`src/rtl/vram_arbiter.sv`:
```
// vram_arbiter: single-port async SRAM controller that arbitrates between
// video scanout reads, MCU byte writes and a background refresh of the MCU
// read-back byte. Strobes are decoded from the registered state; address and
// write data come straight from flops so the pins are glitch-free while a
// cycle is in progress.
module vram_arbiter #(
  parameter int READ_WAIT_CYCLES   = 1,
  parameter int WRITE_PULSE_CYCLES = 2
) (
  input  logic        clock,
  input  logic        reset,
  input  logic        videoReadRequest,
  input  logic [16:0] videoReadAddress,
  output logic [7:0]  videoReadData,
  output logic        videoReadValid,
  output logic        videoReadOverrun,
  input  logic        mcuWriteRequest,
  input  logic [16:0] mcuWriteAddress,
  input  logic [7:0]  mcuWriteData,
  output logic        mcuWriteComplete,
  input  logic [16:0] mcuReadAddress,
  output logic [7:0]  mcuReadData,
  output logic [16:0] sramAddress,
  output logic [7:0]  sramDataOut,
  input  logic [7:0]  sramDataIn,
  output logic        sramDataOutEnable,
  output logic        sramChipEnable_n,
  output logic        sramOutputEnable_n,
  output logic        sramWriteEnable_n
);

  // The same down-counter times both the read wait and the write pulse.
  localparam int CNT_MAX = (READ_WAIT_CYCLES > WRITE_PULSE_CYCLES - 1) ?
                           READ_WAIT_CYCLES : WRITE_PULSE_CYCLES - 1;
  localparam int CNT_W   = (CNT_MAX < 1) ? 1 : $clog2(CNT_MAX + 1);
  localparam logic [CNT_W-1:0] RD_LOAD = CNT_W'(READ_WAIT_CYCLES);
  localparam logic [CNT_W-1:0] WR_LOAD = CNT_W'(WRITE_PULSE_CYCLES - 1);

  typedef enum logic [2:0] {
    S_IDLE,
    S_READ,
    S_WRITE_SETUP,
    S_WRITE_PULSE,
    S_WRITE_HOLD,
    S_WRITE_DONE
  } state_t;

  state_t             state_q, state_d;
  logic [CNT_W-1:0]   cnt_q, cnt_d;
  logic               rd_video_q, rd_video_d;
  logic               pend_q, pend_d;
  logic [16:0]        pend_addr_q, pend_addr_d;
  logic [16:0]        addr_q, addr_d;
  logic [7:0]         wdata_q, wdata_d;
  logic [7:0]         vdata_q, vdata_d;
  logic               vvalid_q, vvalid_d;
  logic               overrun_q, overrun_d;
  logic [7:0]         mdata_q, mdata_d;

  logic               pend_take;
  logic               direct_video;

  // Control and pin-facing registers, all returned to their idle values on reset.
  always_ff @(posedge clock) begin
    if (reset) begin
      state_q    <= S_IDLE;
      cnt_q      <= '0;
      rd_video_q <= 1'b0;
      pend_q     <= 1'b0;
      addr_q     <= '0;
      wdata_q    <= '0;
      vdata_q    <= '0;
      vvalid_q   <= 1'b0;
      overrun_q  <= 1'b0;
      mdata_q    <= '0;
    end else begin
      state_q    <= state_d;
      cnt_q      <= cnt_d;
      rd_video_q <= rd_video_d;
      pend_q     <= pend_d;
      addr_q     <= addr_d;
      wdata_q    <= wdata_d;
      vdata_q    <= vdata_d;
      vvalid_q   <= vvalid_d;
      overrun_q  <= overrun_d;
      mdata_q    <= mdata_d;
    end
  end

  // Pending video address is only meaningful while pend_q is set, so it needs no reset.
  always_ff @(posedge clock) begin
    pend_addr_q <= pend_addr_d;
  end

  // Next-state: pending-request bookkeeping, IDLE arbitration and cycle timing.
  always_comb begin
    state_d     = state_q;
    cnt_d       = cnt_q;
    rd_video_d  = rd_video_q;
    pend_d      = pend_q;
    pend_addr_d = pend_addr_q;
    addr_d      = addr_q;
    wdata_d     = wdata_q;
    vdata_d     = vdata_q;
    vvalid_d    = 1'b0;
    overrun_d   = 1'b0;
    mdata_d     = mdata_q;

    // A pending request is consumed by IDLE; a fresh request in an IDLE with
    // nothing pending goes straight to READ and is never latched.
    pend_take    = (state_q == S_IDLE) && pend_q;
    direct_video = (state_q == S_IDLE) && !pend_q && videoReadRequest;

    if (pend_take) begin
      pend_d = 1'b0;
    end
    if (videoReadRequest) begin
      pend_addr_d = videoReadAddress;
      if (!direct_video) begin
        pend_d = 1'b1;
      end
      if (pend_q && !pend_take) begin
        overrun_d = 1'b1;
      end
    end

    case (state_q)
      S_IDLE: begin
        if (pend_q) begin
          state_d    = S_READ;
          addr_d     = pend_addr_q;
          rd_video_d = 1'b1;
          cnt_d      = RD_LOAD;
        end else if (videoReadRequest) begin
          state_d    = S_READ;
          addr_d     = videoReadAddress;
          rd_video_d = 1'b1;
          cnt_d      = RD_LOAD;
        end else if (mcuWriteRequest) begin
          state_d = S_WRITE_SETUP;
          addr_d  = mcuWriteAddress;
          wdata_d = mcuWriteData;
        end else begin
          state_d    = S_READ;
          addr_d     = mcuReadAddress;
          rd_video_d = 1'b0;
          cnt_d      = RD_LOAD;
        end
      end
      S_READ: begin
        if (cnt_q == '0) begin
          state_d = S_IDLE;
          if (rd_video_q) begin
            vdata_d  = sramDataIn;
            vvalid_d = 1'b1;
          end else begin
            mdata_d = sramDataIn;
          end
        end else begin
          cnt_d = cnt_q - CNT_W'(1);
        end
      end
      S_WRITE_SETUP: begin
        state_d = S_WRITE_PULSE;
        cnt_d   = WR_LOAD;
      end
      S_WRITE_PULSE: begin
        if (cnt_q == '0) begin
          state_d = S_WRITE_HOLD;
        end else begin
          cnt_d = cnt_q - CNT_W'(1);
        end
      end
      S_WRITE_HOLD: begin
        state_d = S_WRITE_DONE;
      end
      S_WRITE_DONE: begin
        state_d = S_IDLE;
      end
      default: begin
        state_d = S_IDLE;
      end
    endcase
  end

  // Strobe decode: OE and WE are never low together, and the pad only drives during writes.
  always_comb begin
    sramChipEnable_n   = 1'b1;
    sramOutputEnable_n = 1'b1;
    sramWriteEnable_n  = 1'b1;
    sramDataOutEnable  = 1'b0;
    mcuWriteComplete   = 1'b0;
    case (state_q)
      S_READ: begin
        sramChipEnable_n   = 1'b0;
        sramOutputEnable_n = 1'b0;
      end
      S_WRITE_SETUP: begin
        sramChipEnable_n  = 1'b0;
        sramDataOutEnable = 1'b1;
      end
      S_WRITE_PULSE: begin
        sramChipEnable_n  = 1'b0;
        sramWriteEnable_n = 1'b0;
        sramDataOutEnable = 1'b1;
      end
      S_WRITE_HOLD: begin
        sramChipEnable_n  = 1'b0;
        sramDataOutEnable = 1'b1;
        mcuWriteComplete  = 1'b1;
      end
      default: begin
        sramChipEnable_n = 1'b1;
      end
    endcase
  end

  assign sramAddress      = addr_q;
  assign sramDataOut      = wdata_q;
  assign videoReadData    = vdata_q;
  assign videoReadValid   = vvalid_q;
  assign videoReadOverrun = overrun_q;
  assign mcuReadData      = mdata_q;

endmodule

```
`config.mk`:
```
export PLATFORM = sky130hd
export DESIGN_NAME = vram_arbiter
export DESIGN_NICKNAME = d
export VERILOG_FILES = /design/src/rtl/vram_arbiter.sv
export SDC_FILE = /design/constraint.sdc
export NUM_CORES = 1
export LEC_CHECK = 0
export ABC_AREA = 1
export ABC_CLOCK_PERIOD_IN_PS = 1870
export CAP_MARGIN = 30
export CORE_ASPECT_RATIO = 0.7
export CORE_MARGIN = 4
export CORE_UTILIZATION = 47
export DETAILED_ROUTE_END_ITERATION = 7
export PLACE_DENSITY = 0.87
export REMOVE_ABC_BUFFERS = 1
export SETUP_SLACK_MARGIN = 0.15
export SYNTH_ARGS = -nofsm -noshare
export SYNTH_HDL_FRONTEND = slang
export SYNTH_SLANG_ARGS = --single-unit
```
`constraint.sdc`:
```
create_clock -name clock -period 1.87 [get_ports clock]
set_input_delay 0.374 -clock clock [delete_from_list [all_inputs] [get_ports clock]]
set_output_delay 0.374 -clock clock [all_outputs]
set_load 0.02 [all_outputs]
```
* After elaboration in Yosys (flattened, before gate mapping) *
Cells that the tools add are included.

word-level totals
  bits in registers = 66
  input bits = 71
  output and inout port bits = 48
  logic and storage cells = 71

operators by class
  $add $sub $neg = 1
  equality and inequality tests = 8
  muxes and demuxes = 27
  bitwise operators = 5
  reduce and logical (&&, ||, !) cells = 19

operator list
  operator                                                                  number
  17-bit two-way mux                                                        3
  1-bit two-way mux                                                         17
  3-bit one-hot mux with 5 select lines                                     1
  3-bit by 2-bit equality test with 1-bit output (second input constant)    2
  2-bit two-way mux                                                         3
  3-bit two-way mux                                                         2
  2-bit AND reduction                                                       3
  3-bit AND reduction                                                       2
  3-bit OR reduction                                                        2
  1-bit NOT                                                                 5
  1-bit logical AND                                                         4
  2-bit inequality test (second input constant)                             2
  4-bit inequality test (second input constant)                             1
  4-bit AND reduction                                                       1
  2-bit OR reduction                                                        2
  4-bit OR reduction                                                        1
  3-bit by 1-bit equality test with 1-bit output (second input constant)    1
  3-bit equality test (second input constant)                               1
  3-bit logical NOT                                                         1
  3-bit by 2-bit inequality test with 1-bit output (second input constant)  1
  1-bit one-hot mux with 3 select lines                                     1
  3-bit nonzero test                                                        1
  1-bit logical NOT                                                         2
  1-bit subtractor (second input constant)                                  1

* Longest topological paths before layout *
  depth in word-level cells = 5
  mapped depth = 8
  mapped depth without buffers = 7

* Worst setup path after synthesis *
Ideal clock, no wire load.

  path kind = reg-to-output
  from = reg state_q[0]
  to = out sramChipEnable_n
  arrival time = 1.351 ns
  required time = 1.496 ns
  path slack = 0.145 ns
  cell stages (with the launch flop) = 7
  path buffers = 0
  cells stage by stage = dfxtp_1 -> nor2_4 -> nand2_1 -> inv_1 -> a21oi_1 -> nand2_1 -> nor2_1

on the way
  longest elaborated chain between the ends = 3
  elaborated cells on any way between the ends = 6
  classes of those cells = eq/ne: 4; mux: 1; reduce/logical: 1

ends and longest elaborated chain
  element                                                                       line  source
  start: declaration                                                            48    state_t state_q, state_d;
  start signal: assignment                                                      77    state_q <= state_d;
  3-bit by 2-bit equality test with 1-bit output, or another cell as far along  193   case (state_q)
  4-bit OR reduction (no line) *                                                --
  1-bit two-way mux *                                                           193
  end: declaration                                                              27    output logic sramChipEnable_n,

Mark *: on every way between the ends. The rest lies on a longest branch, timed or not.

* Worst setup path after layout *
  from = reg state_q[1]
  to = out sramWriteEnable_n

on the way
  longest elaborated chain between the ends = 2

ends and longest elaborated chain
  element                                         line  source
  3-bit by 2-bit equality test with 1-bit output  193
  1-bit two-way mux                               193
  end: declaration                                29    output logic sramWriteEnable_n

Every way passes these cells.

==> impl_metrics.ini <==
[final_layout]
fin_cells = 639
utilization = 0.732
nets = 627
num_antenna_cells = 0
fillers = 510
design_area_um2 = 4620
area_delta_synth_final_pct = 49.5
drive_above_1_share = 0.103

[synth]
synth_cell_types = 24
ys_async_sr_fraction = 0
synth.ff_latch_count = 66
synth_cells = 428
synth_seq_area_share = 0.483
synth_area_um2 = 3090
synth_top_area_share = 0.318
synth_commonest_cells = 120 x nor2_1, 96 x nand2_1, 49 x dfxtp_1
synthTopCellsByArea = dfxtp_1 32%, edfxtp_1 17%, nor2_1 15%, nand2_1 12%, o21ai_0 5.7%
yosys.area.top_type = dfxtp_1
yosysWarnings = 0
syn_avg_cell_area_um2 = 7.21
ys.flop_type = dfxtp_1
yosysMostFrequentCell = nor2_1
synth_edf_count = 17

[job]
cap_violations = 0

[cts]
cts_max_level = 3
cts_tree = yes
clock_path_buffers = 2
cts_buffers = 9
clk_latency_ns = 0.34
cts.reportedPaths.clkPinSlew_ns = 0.07
ctsHoldBuffers = 0
clkSinkCount = 66
clockRootBuffer = clkbuf_8

[timing]
hold_viol_final = 0
layout_setup_ws_ns = 0.158
finClkSkew_ns = 0.0106
period_needed_ns = 1.71
tightest_slew_ns = 0.337
finalSetupViolCount = 0
slew_viol_final = 0
fin_crit_sh = 0.915
max_freq_ghz = 0.584
slew_headroom = 0.776
hold_ws_ns = 0.485
rsz0062_at_grt = true

[power]
pwr-share-comb = 0.329
internal_power_mw = 2.88
sw_frac_of_total = 0.323
cellLeakagePower_nw = 2.13
seq_power_share = 0.411
p_per_area_nw_per_um2 = 920
switching_power_mw = 1.37
ir_drop_uv = 538
clockPowerShare = 0.259

[route]
wl_um = 8810
final_antenna_net_count = 0
post_drt_wl_per_cell_um = 13.8
via_per_inst = 5.04
drc = 0
drtIter0Drc = 129
firstDrtPassIters = 4
vias = 3219

[status]
outcome = completed

[floorplanning]
io_pins = 119
coreArea_um2 = 6310
die_x_um = 105
rows = 24
start_util = 0.489
die_h_um = 75.8
fp.dieArea_um2 = 7950

[setup_path]
cpPeakStageDelay_ns = 0.37
worst-r2r-setup-slack_ns = 0.33
path_max_fanout = 3
cp-end-kind = output pin
timing.rr.start = state_q[0]$_SDFFE_PP0P_
critPathBufInv = 2
critPathArrivalTime_ns = 1.34
worst_path_max_delay_cell = dfxtp_4
r2r-end = sramAddress[0]$_SDFFE_PP0N_
crit_type = flip-flop to output pin
crit_chain = inv_1, nor2_2, nand2_1, dlygate4sd2_1
cp.required_ns = 1.50
critical-path-top-delay-family = buffers and inverters
rr_worst_depth = 7
startpoint_type = flip-flop

[grt]
grt_pass1_vias = 3026
grt_pass1_wl_um = 13900
grt_usage = 0.221
antenna_found_initial = 0
overflow = 0
grt_max_degree = 40

[place]
port_buffers = 118
dpl_cell_area_um2 = 4400
dp_hpwl_um = 6420
finalWeightedCongestion = 0.807
dp_slack_ns = -0.0768
dp_cells = 622

[worst_hold_path]
hold_path_class = flip-flop to flip-flop
min_to = videoReadData[3]$_SDFFE_PP0P_
min_from = videoReadData[3]$_SDFFE_PP0P_
worstHoldPathCells = 2
[placed cells by master, fill, tap and decap left out]
cell type          n
dlygate4sd2_1      1
o21ai_0           35
dfxtp_4            1
o21bai_1           1
nor2_2             2
nor2_1           118
dfxtp_1           46
dfxtp_2            2
clkdlybuf4s50_1  107
nor3_1             1
clkinv_1           1
clkbuf_8          12
buf_12             2
or2_2              1
nor2_4             4
nand3_1           23
o21ai_1            2
clkbuf_1           4
buf_2              2
buf_4             21
a21oi_2            1
inv_1             29
inv_2              2
a21oi_1           18
edfxtp_1          17
nand2_2            4
nor2_8             2
nand3_2            1
nand2_1           94
nand2_4            1
dlymetal6s2s_1     6
[what timing repair did]
action,4_1_cts,5_1_grt
gates resized for setup,21,14
setup buffers,0,1
endpoints found under the setup margin,5,10
[power by group through the flow]
stage	clock network, mW	logic [mW]	registers (mW)
floorplan	0	0.528	1.94
global placement	0	1.35	1.76
detailed placement	0	1.39	1.77
CTS	1.12	1.40	1.74
global route	1.18	1.53	1.77
finish	1.10	1.40	1.75
[cell type report]
type                       instances  area, um2  area share
clock buffer                      16        180      0.0390
inverter                          32        120      0.0260
multi-input combinational        308       1360       0.294
sequential                        66       1500       0.324
tap                               78       97.6      0.0211
timing repair buffer             139       1360       0.295
[stage by stage]
stage / setup TNS (ns) / power, mW
final: 0 / 4.25
after global routing: 0 / 4.47
after detailed placement: -0.0768 / 3.17
after global placement: 0 / 3.12
after CTS: 0 / 4.27
after floorplan: 0 / 2.47
[how the worst max path moves through the flow]
stage                     cells past startpoint  slack [ns]                     from                 to
after global placement                        7        0.02  state_q[1]$_SDFFE_PP0P_   sramChipEnable_n
after floorplan                               6        0.11  state_q[0]$_SDFFE_PP0P_   sramChipEnable_n
final                                         4        0.16  state_q[1]$_SDFFE_PP0P_  sramWriteEnable_n
after CTS                                     7        0.09  state_q[1]$_SDFFE_PP0P_   sramChipEnable_n
after detailed placement                      7       -0.08  state_q[1]$_SDFFE_PP0P_   sramChipEnable_n
after global routing                          7        0.08  state_q[1]$_SDFFE_PP0P_   sramChipEnable_n
[routing by layer]
metal | routed length (um) | global-route usage
met3 | 683 | 0.0627
met4 | 127 | 0.0728
met1 | 3700 | 0.267
met2 | 4300 | 0.391
met5 | 0 | 0
[logic make-up (layout without fill, tap and decap cells)]
family	count (synthesis)	after routing	synth area share
compound gates	57	57	0.0932
simple gates	251	251	0.340
flops	66	66	0.483
buf+inv	54	187	0.0831
[sequential cells by signal (all words and copies together), names as in the netlist, 3 cells and up]
register / flops
mcuReadData: 8
pend_addr_q: 17
sramAddress: 17
sramDataOut: 8
state_q: 3
videoReadData: 8
[worst min-delay path, stage by stage, from the launching register on]
cell	delay, ns
dfxtp_1	0.31
nor2_1	0.09
nor2_1	0.05
No activity file was read; power rests on OpenSTA's default activity.
